[config.mk]
export PLATFORM = sky130hd
export DESIGN_NAME = uart_rx
export DESIGN_NICKNAME = d
export VERILOG_FILES = /design/src/rtl/uart_pkg.sv /design/src/rtl/uart_rx_sync.sv /design/src/rtl/uart_rx.sv
export SDC_FILE = /design/constraint.sdc
export NUM_CORES = 1
export LEC_CHECK = 0
export BUFFER_PORTS_ARGS = -buffer_cell sky130_fd_sc_hd__buf_2
export CAP_MARGIN = 20
export CORE_MARGIN = 4
export CORE_UTILIZATION = 58
export CTS_CLUSTER_DIAMETER = 30
export DETAILED_ROUTE_END_ITERATION = 6
export PLACE_DENSITY = 0.89
export SLEW_MARGIN = 15
export SYNTH_ARGS = -nofsm -noshare
export SYNTH_HDL_FRONTEND = slang
export SYNTH_HIERARCHICAL = 1
export SYNTH_SLANG_ARGS = --single-unit
[constraint.sdc]
create_clock -name clk -period 2.2 [get_ports clk]
set_input_delay 0.11 -clock clk [delete_from_list [all_inputs] [get_ports clk]]
set_output_delay 0.11 -clock clk [all_outputs]
set_load 0.01 [all_outputs]
[src/rtl/uart_pkg.sv]
// uart_pkg: definitions shared by the 8N1 UART receiver and transmitter.
//   - rx_state_t : FSM state encoding (IDLE/START/DATA/STOP), common to rx and tx
//   - CLKS_PER_BIT_DEFAULT : 50 MHz / 9600 baud
//   - CNT_W : width of the per-bit clock counter (covers CLKS_PER_BIT up to 8191)
//   - maj3 : 2-of-3 majority helper used by the optional sample vote
package uart_pkg;

    localparam int CLKS_PER_BIT_DEFAULT = 5208;
    localparam int CNT_W                = 13;

    typedef enum logic [1:0] {
        IDLE  = 2'b00,
        START = 2'b01,
        DATA  = 2'b10,
        STOP  = 2'b11
    } rx_state_t;

    function automatic logic maj3(input logic a, input logic b, input logic c);
        return (a & b) | (a & c) | (b & c);
    endfunction

endpackage

[src/rtl/uart_rx_sync.sv]
// uart_rx_sync: brings the asynchronous serial line into the clk domain.
//   clk     in  : board clock
//   rst_n   in  : asynchronous active-low reset
//   in_rx   in  : raw serial line (idles high)
//   rx_s    out : line after a 2-flop synchronizer (both flops reset to 1)
//   rx_vote out : value to use at a sample point
// Build option UART_RX_MAJORITY_EN: when defined, rx_vote is the 2-of-3
// majority of rx_s over the current and two previous clocks; otherwise
// rx_vote is rx_s itself.
module uart_rx_sync
    import uart_pkg::*;
(
    input  logic clk,
    input  logic rst_n,
    input  logic in_rx,
    output logic rx_s,
    output logic rx_vote
);

    logic rx_meta;

    // Reset to 1 so the receiver never sees a false start bit out of reset.
    always_ff @(posedge clk or negedge rst_n) begin
        if (!rst_n) begin
            rx_meta <= 1'b1;
            rx_s    <= 1'b1;
        end else begin
            rx_meta <= in_rx;
            rx_s    <= rx_meta;
        end
    end

`ifdef UART_RX_MAJORITY_EN
    // rx_hist[0] is rx_s one clock ago, rx_hist[1] two clocks ago. When the
    // FSM sits at its target count, the vote covers target-2, target-1, target.
    logic [1:0] rx_hist;

    always_ff @(posedge clk or negedge rst_n) begin
        if (!rst_n) begin
            rx_hist <= 2'b11;
        end else begin
            rx_hist <= {rx_hist[0], rx_s};
        end
    end

    assign rx_vote = maj3(rx_s, rx_hist[0], rx_hist[1]);
`else
    assign rx_vote = rx_s;
`endif

endmodule

[src/rtl/uart_rx.sv]
// uart_rx: 8N1 serial receiver (start bit, 8 data bits LSB first, 1 stop bit).
// Parameters:
//   CLKS_PER_BIT  : clocks per bit, legal 8..8191 (default 5208 = 50 MHz / 9600)
// Ports:
//   clk           in  : board clock, single domain
//   rst_n         in  : asynchronous active-low reset
//   in_rx         in  : serial line, asynchronous, idles high
//   data_received out : last good byte, held until the next good frame
//   rx_active     out : high while a frame is in progress (state != IDLE)
//   done          out : one-cycle strobe for a good frame
//   frame_error   out : one-cycle strobe for a stop bit sampled low
//   state_dbg     out : current FSM state, for observation only
// Build option UART_RX_MAJORITY_EN (see uart_rx_sync): 2-of-3 vote at every
// sample point; sample positions and strobe timing are unchanged.
//
// Output handshake: there is no back-pressure. done and frame_error are
// mutually exclusive single-cycle strobes; when done is high, data_received
// already holds the new byte and stays stable until the next done. A consumer
// must capture on the strobe cycle.
module uart_rx
    import uart_pkg::*;
#(
    parameter int CLKS_PER_BIT = CLKS_PER_BIT_DEFAULT
) (
    input  logic       clk,
    input  logic       rst_n,
    input  logic       in_rx,
    output logic [7:0] data_received,
    output logic       rx_active,
    output logic       done,
    output logic       frame_error,
    output logic [1:0] state_dbg
);

    // HALF puts the start-bit check mid-bit; every later sample is a whole
    // bit after it, so data and stop bits are also sampled mid-bit.
    localparam logic [CNT_W-1:0] HALF     = CNT_W'((CLKS_PER_BIT - 1) / 2);
    localparam logic [CNT_W-1:0] BIT_LAST = CNT_W'(CLKS_PER_BIT - 1);
    localparam logic [CNT_W-1:0] CNT_ONE  = CNT_W'(1);

    logic rx_s;
    logic rx_vote;

    uart_rx_sync u_sync (
        .clk     (clk),
        .rst_n   (rst_n),
        .in_rx   (in_rx),
        .rx_s    (rx_s),
        .rx_vote (rx_vote)
    );

    rx_state_t        state,         state_nxt;
    logic [CNT_W-1:0] counter,       counter_nxt;
    logic [2:0]       bit_index,     bit_index_nxt;
    logic [7:0]       shift,         shift_nxt;
    logic [7:0]       data_nxt;
    logic             done_nxt;
    logic             frame_error_nxt;

    always_ff @(posedge clk or negedge rst_n) begin
        if (!rst_n) begin
            state         <= IDLE;
            counter       <= '0;
            bit_index     <= '0;
            shift         <= '0;
            data_received <= '0;
            done          <= 1'b0;
            frame_error   <= 1'b0;
        end else begin
            state         <= state_nxt;
            counter       <= counter_nxt;
            bit_index     <= bit_index_nxt;
            shift         <= shift_nxt;
            data_received <= data_nxt;
            done          <= done_nxt;
            frame_error   <= frame_error_nxt;
        end
    end

    always_comb begin
        state_nxt       = state;
        counter_nxt     = counter;
        bit_index_nxt   = bit_index;
        shift_nxt       = shift;
        data_nxt        = data_received;
        done_nxt        = 1'b0;
        frame_error_nxt = 1'b0;

        case (state)
            IDLE: begin
                counter_nxt   = '0;
                bit_index_nxt = '0;
                // A low line here may also be the tail of a bad stop bit;
                // the START check sorts that out as a glitch.
                if (!rx_s) begin
                    state_nxt = START;
                end
            end

            START: begin
                if (counter == HALF) begin
                    counter_nxt = '0;
                    state_nxt   = rx_vote ? IDLE : DATA;
                end else begin
                    counter_nxt = counter + CNT_ONE;
                end
            end

            DATA: begin
                if (counter == BIT_LAST) begin
                    counter_nxt          = '0;
                    shift_nxt[bit_index] = rx_vote;
                    if (bit_index == 3'd7) begin
                        bit_index_nxt = '0;
                        state_nxt     = STOP;
                    end else begin
                        bit_index_nxt = bit_index + 3'd1;
                    end
                end else begin
                    counter_nxt = counter + CNT_ONE;
                end
            end

            STOP: begin
                // Sampling mid stop bit leaves half a bit to get back to IDLE
                // before a back-to-back frame's falling edge.
                if (counter == BIT_LAST) begin
                    counter_nxt = '0;
                    state_nxt   = IDLE;
                    if (rx_vote) begin
                        data_nxt = shift;
                        done_nxt = 1'b1;
                    end else begin
                        frame_error_nxt = 1'b1;
                    end
                end else begin
                    counter_nxt = counter + CNT_ONE;
                end
            end

            default: begin
                state_nxt = IDLE;
            end
        endcase
    end

    assign rx_active = (state != IDLE);
    assign state_dbg = state;

endmodule

==> metrics.txt <==
Internal 0.941 mW; actual slew at the worst max-slew pin 0.809 ns; Clock Path Buffers 2; Die Wd 63.7 um; asr flop ratio synth 100%; post-route ant nets 0; part of the power in registers 59.8%; Tmin final 2.10 ns; min-delay src u_sync/rx_meta$_DFF_PN1_; post-synthesis cell area 0.00180 mm2; slowest CP cell or4_1; Switching Share 20.2%; Final HPWL DP 2520 um; layout net count 193; Clock Latency Late Sink 0.35 ns; # Max-Cap Violations 0; number of flops mapped to enable cells by yosys 0; Root Buffer clkbuf_4; Fmax 476 MHz; synthesis-stage register bit count 38; Synth warnings 6; Crit Path Max Fanout 7; io pins 16; Critical Path Sink Type flip-flop; largest stage delay on the critical path 0.47 ns; gpl congestion 0.820; Synth area leader dfrtp_1; crit share post-route 95.5%; startpoint types flip-flop; Comb power frac 1.4%; largest net degree at the start of global routing 39; Final Util 70.6%; Pre-antenna DRT Iters 4; RR Endpoint bit_index[0]$_DFFE_PN0P_; net switching power 0.238 mW; Starting Density 63.0%; Register Area 953 um2; Top Family by Delay on Critical Path simple AND/OR/NAND/NOR gates; final hold slack 0.365 ns; global-route wire length before repair 6000 um; CTS tree done; total power draw 1.18 mW; depth of the worst hold-timing path 0; Clock Pin Slew Worst Setup and Hold Paths 0.11 ns; Netlist cell types 36; gr ovfl total 0; cells after synthesis 165; Clock power frac 38.8%; reg-to-reg startpoint counter[0]$_DFF_PN0_; syn avg cell area 10.9 um2; # port buffers 15; worst reg-to-reg path cell count 6; Buf+Inv Stages, Crit Path 1; Worst Path Required 2.49 ns; worst path cell trace ha_1 > and4bb_1 > nand4_1 > buf_4 > or4_1 > nand3_1; Hold WC Path Type reg -> reg; Slew Limit Headroom 46.0%; critical path class reg -> reg; Net Count, Synth 171; filler instances 207; top cells by count, synth dfrtp_1 (36), nor2_1 (19), nand3_1 (14); # setup viols final 0; initial antenna violation count 0; power density over cell area 585 mW/mm2; Die ar. 0.00405 mm2; area taken by multi-input logic gates 793 um2; synth top area cells dfrtp_1 (50%), mux2_2 (8.1%), nor2_1 (4.0%); Slew Viols, Final 0; Starting DRT DRC Count 100; vias in the first global route 1295; Primary FF master, synth dfrtp_1; R2R Setup Slk 0.10 ns; Max IR drop VDD 0.000479 V; area delta synth->final 12.0%; layout cells sized above 1 25.0%; post-synthesis sequential area ratio 53.0%; DRC Markers 0; share of the synthesized area in the top cell type 50.1%; row count 19; TritonCTS Buffers 5; Sink Count 38; gr usage total 19.5%; P_leak 0.934 nW; post-route cell area 0.00201 mm2; total core area 0.00285 mm2; Final Hold Vio Count 0; CTS H-tree lvls 2; placed cell areas 0.00190 mm2; status complete, no violations; worst hold endpoint u_sync/rx_s$_DFF_PN1_; most frequent cell after synthesis dfrtp_1; Die H 63.7 um; DR vias/cell 6.17; # diodes 0; Max Clock Skew 0.0106 ns; routed via count 1351; WL per Instance 16.3 um; final WL 3570 um; CP arrival 2.39 ns
cell families (layout without fill, tap and decap cells):
group | Yosys count | after routing | synth area share, %
AOI/OAI and AO/OA | 7 | 7 | 2.64
muxes | 16 | 16 | 10.0
xor gates and xnor gates | 11 | 11 | 5.36
adders and majority gates | 3 | 3 | 2.09
buffers and inverters | 11 | 34 | 2.85
DFF | 38 | 38 | 53.0
and+or+nand+nor | 79 | 79 | 24.0
stage by stage:
stage | instances | setup WS [ns] | TNS [ns]
floorplan | 165 | 0.443 | 0
global placement | 207 | 0.299 | 0
detailed placement | 207 | 0.174 | 0
CTS | 217 | 0.171 | 0
global route | 219 | -0.0305 | -0.0542
finish | 219 | 0.100 | 0
routing by layer:
metal	up-vias	wire, um	global-route usage, %
met4	0	143	11.9
li1	630	-	-
met1	650	1500	24.1
met2	55	1720	30.4
met5	-	0	0
met3	16	202	4.97
worst register-to-register path, delay by kind of cell (launching register included):
family / cells / cell delay (ns)
AND/OR/NAND/NOR: 4 / 1.10
adder cells (fa/ha/maj): 1 / 0.28
buffers and inverters: 1 / 0.25
flip-flops: 1 / 0.42
sequential cells by signal, summed over array words and instances (netlist names), named ones only:
register	count
counter	13
data_received	8
shift	8
bit_index	3
done	1
frame_error	1
state_dbg	1
u_sync/rx_meta	1
u_sync/rx_s	1
worst max path at each step:
stage	cells after the start	to	startpoint	slack, ns
final	6	bit_index[0]$_DFFE_PN0P_	counter[0]$_DFF_PN0_	0.10
after global routing	6	bit_index[0]$_DFFE_PN0P_	counter[0]$_DFF_PN0_	-0.03
after CTS	7	counter[12]$_DFF_PN0_	counter[0]$_DFF_PN0_	0.17
after detailed placement	5	shift[5]$_DFFE_PN0P_	counter[0]$_DFF_PN0_	0.17
after global placement	5	shift[5]$_DFFE_PN0P_	counter[0]$_DFF_PN0_	0.30
after floorplan	5	shift[2]$_DFFE_PN0P_	counter[0]$_DFF_PN0_	0.44
timing repair:
action,4_1_cts,5_1_grt
setup endpoints to repair,0,13
hold endpoints to repair,37,0
hold buffers,2,0
resized for setup,0,0
buffers inserted,0,2
area by class of cell:
| class | count | area share [%] |
|---|---|---|
| sequential | 38 | 47.3 |
| multi-input combinational | 116 | 39.4 |
| timing repair buffer | 23 | 6.96 |
| clock inverter | 3 | 1.99 |
| tap | 31 | 1.93 |
| clock buffer | 5 | 1.86 |
| inverter | 3 | 0.559 |
power groups by stage:
stage,clock network [mW],registers (mW),logic (mW)
after floorplan,0,0.716,0.00334
after global placement,0,0.718,0.0149
after detailed placement,0,0.718,0.0151
after CTS,0.471,0.705,0.0178
after global routing,0.503,0.706,0.0202
final,0.457,0.705,0.0168
cell usage in the layout (no fill, tap or decap), types with 2 or more instances in the layout:
cell type | Yosys | routed
dfrtp_1 | 36 | 36
nor2_1 | 19 | 19
buf_2 | 2 | 15
nand3_1 | 14 | 14
mux2_2 | 13 | 13
nand2_1 | 12 | 12
nor3_1 | 8 | 8
xnor2_1 | 7 | 7
nor4_1 | 7 | 7
buf_4 | 2 | 6
clkbuf_4 | 0 | 5
xor2_1 | 4 | 4
nand4_1 | 3 | 3
inv_1 | 3 | 3
mux2_1 | 3 | 3
ha_1 | 3 | 3
and3_1 | 2 | 2
and4bb_1 | 2 | 2
nor2b_1 | 2 | 2
o211ai_1 | 2 | 2
clkinv_2 | 0 | 2
dlygate4sd3_1 | 0 | 2
dfstp_2 | 2 | 2
No activity file was read; power rests on OpenSTA's default activity.
